$ cat config.mk
export PLATFORM = sky130hd
export DESIGN_NAME = opti_coef_loader
export DESIGN_NICKNAME = d
export VERILOG_FILES = /design/src/rtl/opti_coef_loader.sv
export SDC_FILE = /design/constraint.sdc
export NUM_CORES = 2
export LEC_CHECK = 0
export CAP_MARGIN = 10
export CORE_MARGIN = 2
export CORE_UTILIZATION = 49
export CTS_BUF_LIST = sky130_fd_sc_hd__clkbuf_4 sky130_fd_sc_hd__clkbuf_8 sky130_fd_sc_hd__clkbuf_16
export DETAILED_ROUTE_END_ITERATION = 10
export PLACE_DENSITY = 0.76
export SETUP_SLACK_MARGIN = 0.3
export SLEW_MARGIN = 25
export SYNTH_ARGS = -nofsm -noshare
export SYNTH_HDL_FRONTEND = slang
export SYNTH_SLANG_ARGS = --single-unit
$ cat constraint.sdc
create_clock -name clk -period 1.78 [get_ports clk]
set_input_delay 0.267 -clock clk [delete_from_list [all_inputs] [get_ports clk]]
set_output_delay 0.267 -clock clk [all_outputs]
set_load 0.02 [all_outputs]
$ cat src/rtl/opti_coef_loader.sv
// Coefficient loader for a four-section SOS cascade. It collects a framed, checksummed
// set of 20 Q2.22 words into a shadow bank and commits it atomically when swap_ok is high.
module opti_coef_loader (
  input  logic         clk,
  input  logic         rst,
  input  logic [23:0]  cfg_data,
  input  logic         cfg_valid,
  output logic         cfg_ready,
  input  logic         cfg_abort,
  input  logic         swap_ok,
  output logic [479:0] coef_out,
  output logic         coef_update,
  output logic         load_err,
  output logic         busy
);

  localparam int unsigned N_WORDS  = 20;
  localparam logic [23:0] HEADER   = 24'hC50014;
  localparam logic [4:0]  LAST_IDX = 5'(N_WORDS - 1);
  // Pass-through set: each section has b0 = 1.0 and every other coefficient = 0.
  localparam logic [479:0] PASS_SET = {4{{96'h0, 24'h400000}}};

  typedef enum logic [1:0] {
    S_IDLE,
    S_LOAD,
    S_CHECK,
    S_COMMIT
  } state_e;

  state_e                     state_q, state_d;
  logic [4:0]                 cnt_q, cnt_d;
  logic [23:0]                acc_q, acc_d;
  logic [N_WORDS-1:0][23:0]   shadow_q, shadow_d;
  logic [479:0]               coef_q, coef_d;
  logic                       ready_q, ready_d;
  logic                       upd_q, upd_d;
  logic                       err_q, err_d;
  logic                       busy_q, busy_d;
  logic                       xfer;

  assign xfer = cfg_valid && ready_q;

  always_comb begin
    state_d  = state_q;
    cnt_d    = cnt_q;
    acc_d    = acc_q;
    shadow_d = shadow_q;
    coef_d   = coef_q;
    upd_d    = 1'b0;
    err_d    = 1'b0;

    unique case (state_q)
      S_IDLE: begin
        if (xfer) begin
          if (cfg_data == HEADER) begin
            cnt_d   = '0;
            acc_d   = '0;
            state_d = S_LOAD;
          end else begin
            err_d = 1'b1;
          end
        end
      end
      S_LOAD: begin
        if (cfg_abort) begin
          state_d = S_IDLE;
        end else if (xfer) begin
          shadow_d[cnt_q] = cfg_data;
          acc_d           = acc_q ^ cfg_data;
          cnt_d           = cnt_q + 5'd1;
          if (cnt_q == LAST_IDX) state_d = S_CHECK;
        end
      end
      S_CHECK: begin
        if (cfg_abort) begin
          state_d = S_IDLE;
        end else if (xfer) begin
          if (cfg_data == acc_q) begin
            state_d = S_COMMIT;
          end else begin
            err_d   = 1'b1;
            state_d = S_IDLE;
          end
        end
      end
      S_COMMIT: begin
        if (cfg_abort) begin
          state_d = S_IDLE;
        end else if (swap_ok) begin
          // Shadow word i maps directly to coef_out[24i+23:24i], so the copy is a flat move.
          coef_d  = shadow_q;
          upd_d   = 1'b1;
          state_d = S_IDLE;
        end
      end
      default: state_d = S_IDLE;
    endcase

    ready_d = (state_d != S_COMMIT);
    busy_d  = (state_d != S_IDLE);
  end

  always_ff @(posedge clk) begin
    if (rst) begin
      state_q  <= S_IDLE;
      cnt_q    <= '0;
      acc_q    <= '0;
      shadow_q <= '0;
      coef_q   <= PASS_SET;
      ready_q  <= 1'b0;
      upd_q    <= 1'b0;
      err_q    <= 1'b0;
      busy_q   <= 1'b0;
    end else begin
      state_q  <= state_d;
      cnt_q    <= cnt_d;
      acc_q    <= acc_d;
      shadow_q <= shadow_d;
      coef_q   <= coef_d;
      ready_q  <= ready_d;
      upd_q    <= upd_d;
      err_q    <= err_d;
      busy_q   <= busy_d;
    end
  end

  assign cfg_ready   = ready_q;
  assign coef_out    = coef_q;
  assign coef_update = upd_q;
  assign load_err    = err_q;
  assign busy        = busy_q;

endmodule

* Word-level counts from Yosys, hierarchy flattened
Cells that the tools add are included.
** Storage, ports and cells
- Register bits after elaboration :: 995
- Bits of input ports :: 29
- Output and inout port bits :: 484
- Word-level logic and storage cells :: 85
** Cells by class
- Add/sub/neg operators :: 1
- $lt $le $gt $ge :: 2
- Equality and inequality tests :: 11
- Mux-type cells :: 31
- Bitwise operators :: 3
- Reduce and logical (&&, ||, !) cells :: 9
** Operators with widths (number)
- $bwmux 480 :: 1
- $demux 24 s5 :: 1
- $mux 24 :: 5
- $pmux 24 s2 :: 1
- $eq 24x24->1 :: 1
- $eq 24x24->1 const B :: 1
- $xor 24x24->24 :: 1
- $mux 2 :: 10
- $mux 5 :: 4
- $ne 2x2->1 const B :: 5
- $pmux 5 s2 :: 1
- $pmux 2 s4 :: 1
- $lt 5x6->1 const B :: 1
- $mux 1 :: 6
- $reduce_and 3->1 :: 2
- $add 5x1->5 const B :: 1
- $eq 5x5->1 const B :: 1
- $ge 5x1->1 const B :: 1
- $reduce_and 5->1 :: 1
- $eq 2x2->1 const B :: 2
- $reduce_bool 2->1 :: 2
- $reduce_or 3->1 :: 1
- $eq 2x1->1 const B :: 1
- $logic_and 1x1->1 :: 2
- other kinds (3) :: 4

* Longest topological paths before layout
- Depth after elaboration :: 6
- Gate-level depth with buffers :: 9
- Gate-level depth less buffers :: 5

* Least setup slack after synthesis
OpenSTA, ideal clock, no wires.
- Path kind :: register to register
- From :: register state_q[1]
- To :: register shadow_q[10] in the netlist's numbering
- Setup time :: 0.128 ns
- Arrival :: 1.640 ns
- Data required time :: 1.652 ns
- Path slack :: 0.012 ns
- Cell stages (with the launch flop) :: 10
- Path buffers :: 4
- Clock period less this slack :: 1.768 ns
- Cell sequence :: dfxtp_1 nand2b_1 buf_2 nor3_2 buf_6 buf_8 nand3_4 buf_6 mux2i_1 nor2_1
** Between the ends
- Longest elaborated chain between the ends :: 2
** RTL lines
- from (decl) :: RTL line 30 : state_e state_q, state_d;
- from (signal assigned) :: RTL line 115 : state_q <= state_d;
- $eq 2x1->1 :: RTL line 52 : unique case (state_q)
- $reduce_and 3->1 (no line)
- to (signal assigned) :: RTL line 118 : shadow_q <= shadow_d;
- to (decl) :: RTL line 33 : logic [N_WORDS-1:0][23:0] shadow_q, shadow_d;
No other way between the ends.
A chain may end at the register's enable or synchronous reset.

* Worst setup path in the final report
- From :: register ready_q, in the netlist cfg_ready
- To :: register shadow_q[50] in the netlist's numbering
** Between the ends
- Longest elaborated chain between the ends :: 2
** RTL lines
- from (decl) :: RTL line 35 : logic ready_q, ready_d;
- from (signal assigned) :: RTL line 120 : ready_q <= ready_d;
- $logic_and 1x1->1 :: RTL line 41 : assign xfer = cfg_valid && ready_q;
- $reduce_and 3->1 (no line)
No other way between the ends.

==> results.md <==
- EDFF count, synth: 0
- FMAX: 575.8 MHz
- R2r worst-path depth: 8
- Finished layout cell area: around 47,000 um^2
- Main synth FF type: dfxtp_1
- Post-Synth XOR/XNOR Area: 0.3436%
- CTS buffer count: roughly 100
- Synthesized area: between 30,000 and 40,000 um^2
- Register area share after synthesis: 55.82%
- Grt met2 use: ~48%
- Share of cells above drive strength 1: around 17%
- Unrepaired setup endpoints after global routing: yes
- Placed instance area: between 40,000 and 50,000 um^2
- MaxCap Viol Count: 0
- Power share of the combinational group: under 10%
- Worst Slack Setup Final: roughly 43 ps
- CP Capture Point: shadow_q[50]
- Crit path kind: reg -> reg
- Gr busiest metal: met2
- Final Power: 45.42 mW
- Worst EP required: between 2000 and 2500 ps
- Die W: around 270 um
- Clk network pwr share: roughly half
- Sequential power share: 49.0%
- Switch share: a little over a fifth
- Grt met3 use: 4.457%
- Largest net degree at the start of global routing: 82
- R2R setup slack: between 40 and 50 ps
- Clock Skew: ~22 ps
- CTS root buf: clkbuf_16
- # IOs: 513
- Adder-Cell Fraction of Synth Area: less than 1%
- Worst Tran Pin Value: 621.8 ps
- Post-Route Utilization: between 60% and 70%
- First-pass DRT Iterations: 6
- Iter 0 DRT Violations: around 2,500
- Arrival time worst endpoint: 2240 ps
- CTS clock-pin slew for the worst setup and hold paths: ~70 ps
- Area Growth Syn to Fin: 30.54%
- Final wirelength: between 100,000 and 150,000 um
- Critical path launch point: cfg_ready
- Worst R2R End: shadow_q[50]
- CP max stage delay: 360 ps
- Critical Path Start Type: flop
- Sinks on the clock net: 995
- H-Tree Level Count: 3
- Vias per Instance: about 5.4
- Pre-CTS WS: -327.4 ps
- # DRC: 0
- Maximum clock path buffer count: 3
- Period utilization: about 98%
- Critical-path cell list: nand2_4 > nor3_4 > buf_12 > buf_16 > nand3_4 > clkbuf_16 > mux2i_1 > nor2_1
- Nets: roughly 4,600
- Critical Path Fanout Max: 12
- Final ANT Viol Nets: 0
- Total congestion overflow: 0
- Sw Pwr: roughly 10 mW
- Clk_lat worst skew: between 600 and 700 ps
- Commonest non-fill, non-tap cell in the layout: nand2_1
- Cell count after synthesis: 4,055
- HPWL Detailed: about 74,000 um
- Final setup viols: 0
- Async set or reset register ratio after synthesis: 0%
- Slew headroom: between 50% and 60%
- Slew Limit Fails: 0
- CTS tree: yes
- Syn_area_per_cell: roughly 9 um^2
- Vias: 30,360
- Die Span Y: roughly 270 um
- Die ar.: around 75,000 um^2
- Internal Power: about 36 mW
- Mux share of post-synthesis cell area: 11.47%
- Critical Path Sink Type: flop
- Ys Warns: 0
- Peak VDD IR: ~0.65 mV
- Final GP Congestion: 0.8571
- Antenna violations before repair: 15
- Initial core utilization: 49.74%
- All-layer global routing usage: 28.70%
- Largest family of logic cells by synthesized area: simple AND/OR/NAND/NOR gates
- Fin crit period: between 1500 and 2000 ps
- Commonest cells after routing, fill and taps aside: 1,106 x nand2_1, 882 x dfxtp_1, 554 x a21oi_1
- Synth unique cells: 47
- Post-DR wirelength/cell: between 20 and 25 um
- First-pass GRT wire length: 166,200 um
- Cell with the largest stage delay on the worst path: dfxtp_4
- Outcome: finished, final reports clean
- Row count: 98
- Port Buffers: 512
- LEAKAGE: about 21 nW
- Vias in the first global route: between 20,000 and 30,000
- Post-synth net total: 4,088
- Final hold violation count: 0
- Post-synthesis simple-gate area fraction: a little under a fifth
- Compound-Gate Fraction of Synth Area: 8.945%
- Worst r2r src: cfg_ready
- #FFs+latches synth: 995
- Cell area power density: between 900 and 1000 nW/um^2
- Tightest Hold Check Type: in -> reg
- Core area: between 70,000 and 80,000 um^2
- GR met1 Demand/Resource: between 30% and 40%
-- cell usage after synthesis (10+ instances only) --
master | count | area [um^2]
xnor2_1 | 13 | 113.9
buf_6 | 25 | 281.5
nand2_1 | 1116 | 4189
nand2b_1 | 24 | 150.1
inv_1 | 20 | 75.07
nor3_1 | 10 | 50.05
nand3_4 | 12 | 210.2
a21oi_1 | 571 | 2858
dfxtp_1 | 995 | 19920
mux2i_1 | 409 | 4094
nor2_1 | 428 | 1607
clkbuf_1 | 238 | 893.4
nand3_1 | 27 | 135.1
a31oi_1 | 20 | 125.1
buf_2 | 72 | 360.4
-- logic make-up after synthesis --
family	after synthesis
AND/OR/NAND/NOR	1652
flip-flops	995
XOR/XNOR	14
buffers and inverters	365
multiplexers	409
AO/OA/AOI/OAI	616
adder cells (fa/ha/maj)	4
-- cell type report --
| cell class | count | area [um^2] |
|---|---|---|
| Fill cell | 5870 | 25150 |
| Antenna cell | 7 | 17.52 |
| Multi-Input combinational cell | 2695 | 14580 |
| Clock buffer | 150 | 3028 |
| Timing Repair Buffer | 746 | 7164 |
| Sequential cell | 995 | 20070 |
| Inverter | 20 | 75.07 |
| Clock inverter | 31 | 456.7 |
| Tap cell | 950 | 1189 |
-- through the flow --
stage / hold slack [ps] / setup TNS (ps) / cells
global route: 58.94 / -9.411 / 5590
CTS: 14.70 / 0 / 5571
finish: 48.56 / 0 / 5594
floorplan: 431.6 / 0 / 4055
global placement: 436.1 / -210820 / 5382
detailed placement: 442.3 / -226120 / 5382
-- per-layer routing --
metal,routed length (um),up-vias
met1,46300,14670
met2,54450,1183
li1,-,14210
met4,5284,14
met5,91,-
met3,7734,279
-- power groups by stage --
stage                     combinational, mW  clock [mW]  sequential [mW]
after CTS                              1.17        22.2             22.3
after floorplan                       0.527           0             22.8
after global routing                   1.25        23.1             22.2
after global placement                 1.17           0             22.8
after detailed placement               1.16           0             22.8
final                                  1.22        21.9             22.3
-- sequential cells by signal (all words and copies together) (netlist names) --
name         cells
shadow_q       480
coef_out       480
cfg_ready        1
acc_q           24
cnt_q            5
load_err         1
busy             1
coef_update      1
state_q          2
-- repair_timing --
action	CTS	global route
pin swaps	2	20
cloned	2	12
resized for setup	1052	74
buffers inserted	4	4
hold endpoints to repair	17	0
hold buffers	2	0
endpoints found under the setup margin	1466	1363
-- worst max-delay path, delay by kind of cell, from the launching register on --
| kind | cells | cell delay [ps] |
|---|---|---|
| buffers and inverters | 3 | 560 |
| and+or+nand+nor | 4 | 510 |
| DFF | 1 | 360 |
| muxes | 1 | 170 |
-- worst min path at each step --
stage	endpoint	depth (start not counted)	start
after floorplan	coef_out[0]	2	shadow_q[0]
after global placement	coef_out[98]	2	shadow_q[98]
after detailed placement	coef_out[359]	2	shadow_q[359]
after CTS	acc_q[3]	3	cfg_data[3]
after global routing	acc_q[3]	3	cfg_data[3]
final	acc_q[3]	3	cfg_data[3]
(Power assumes the default switching activity.)
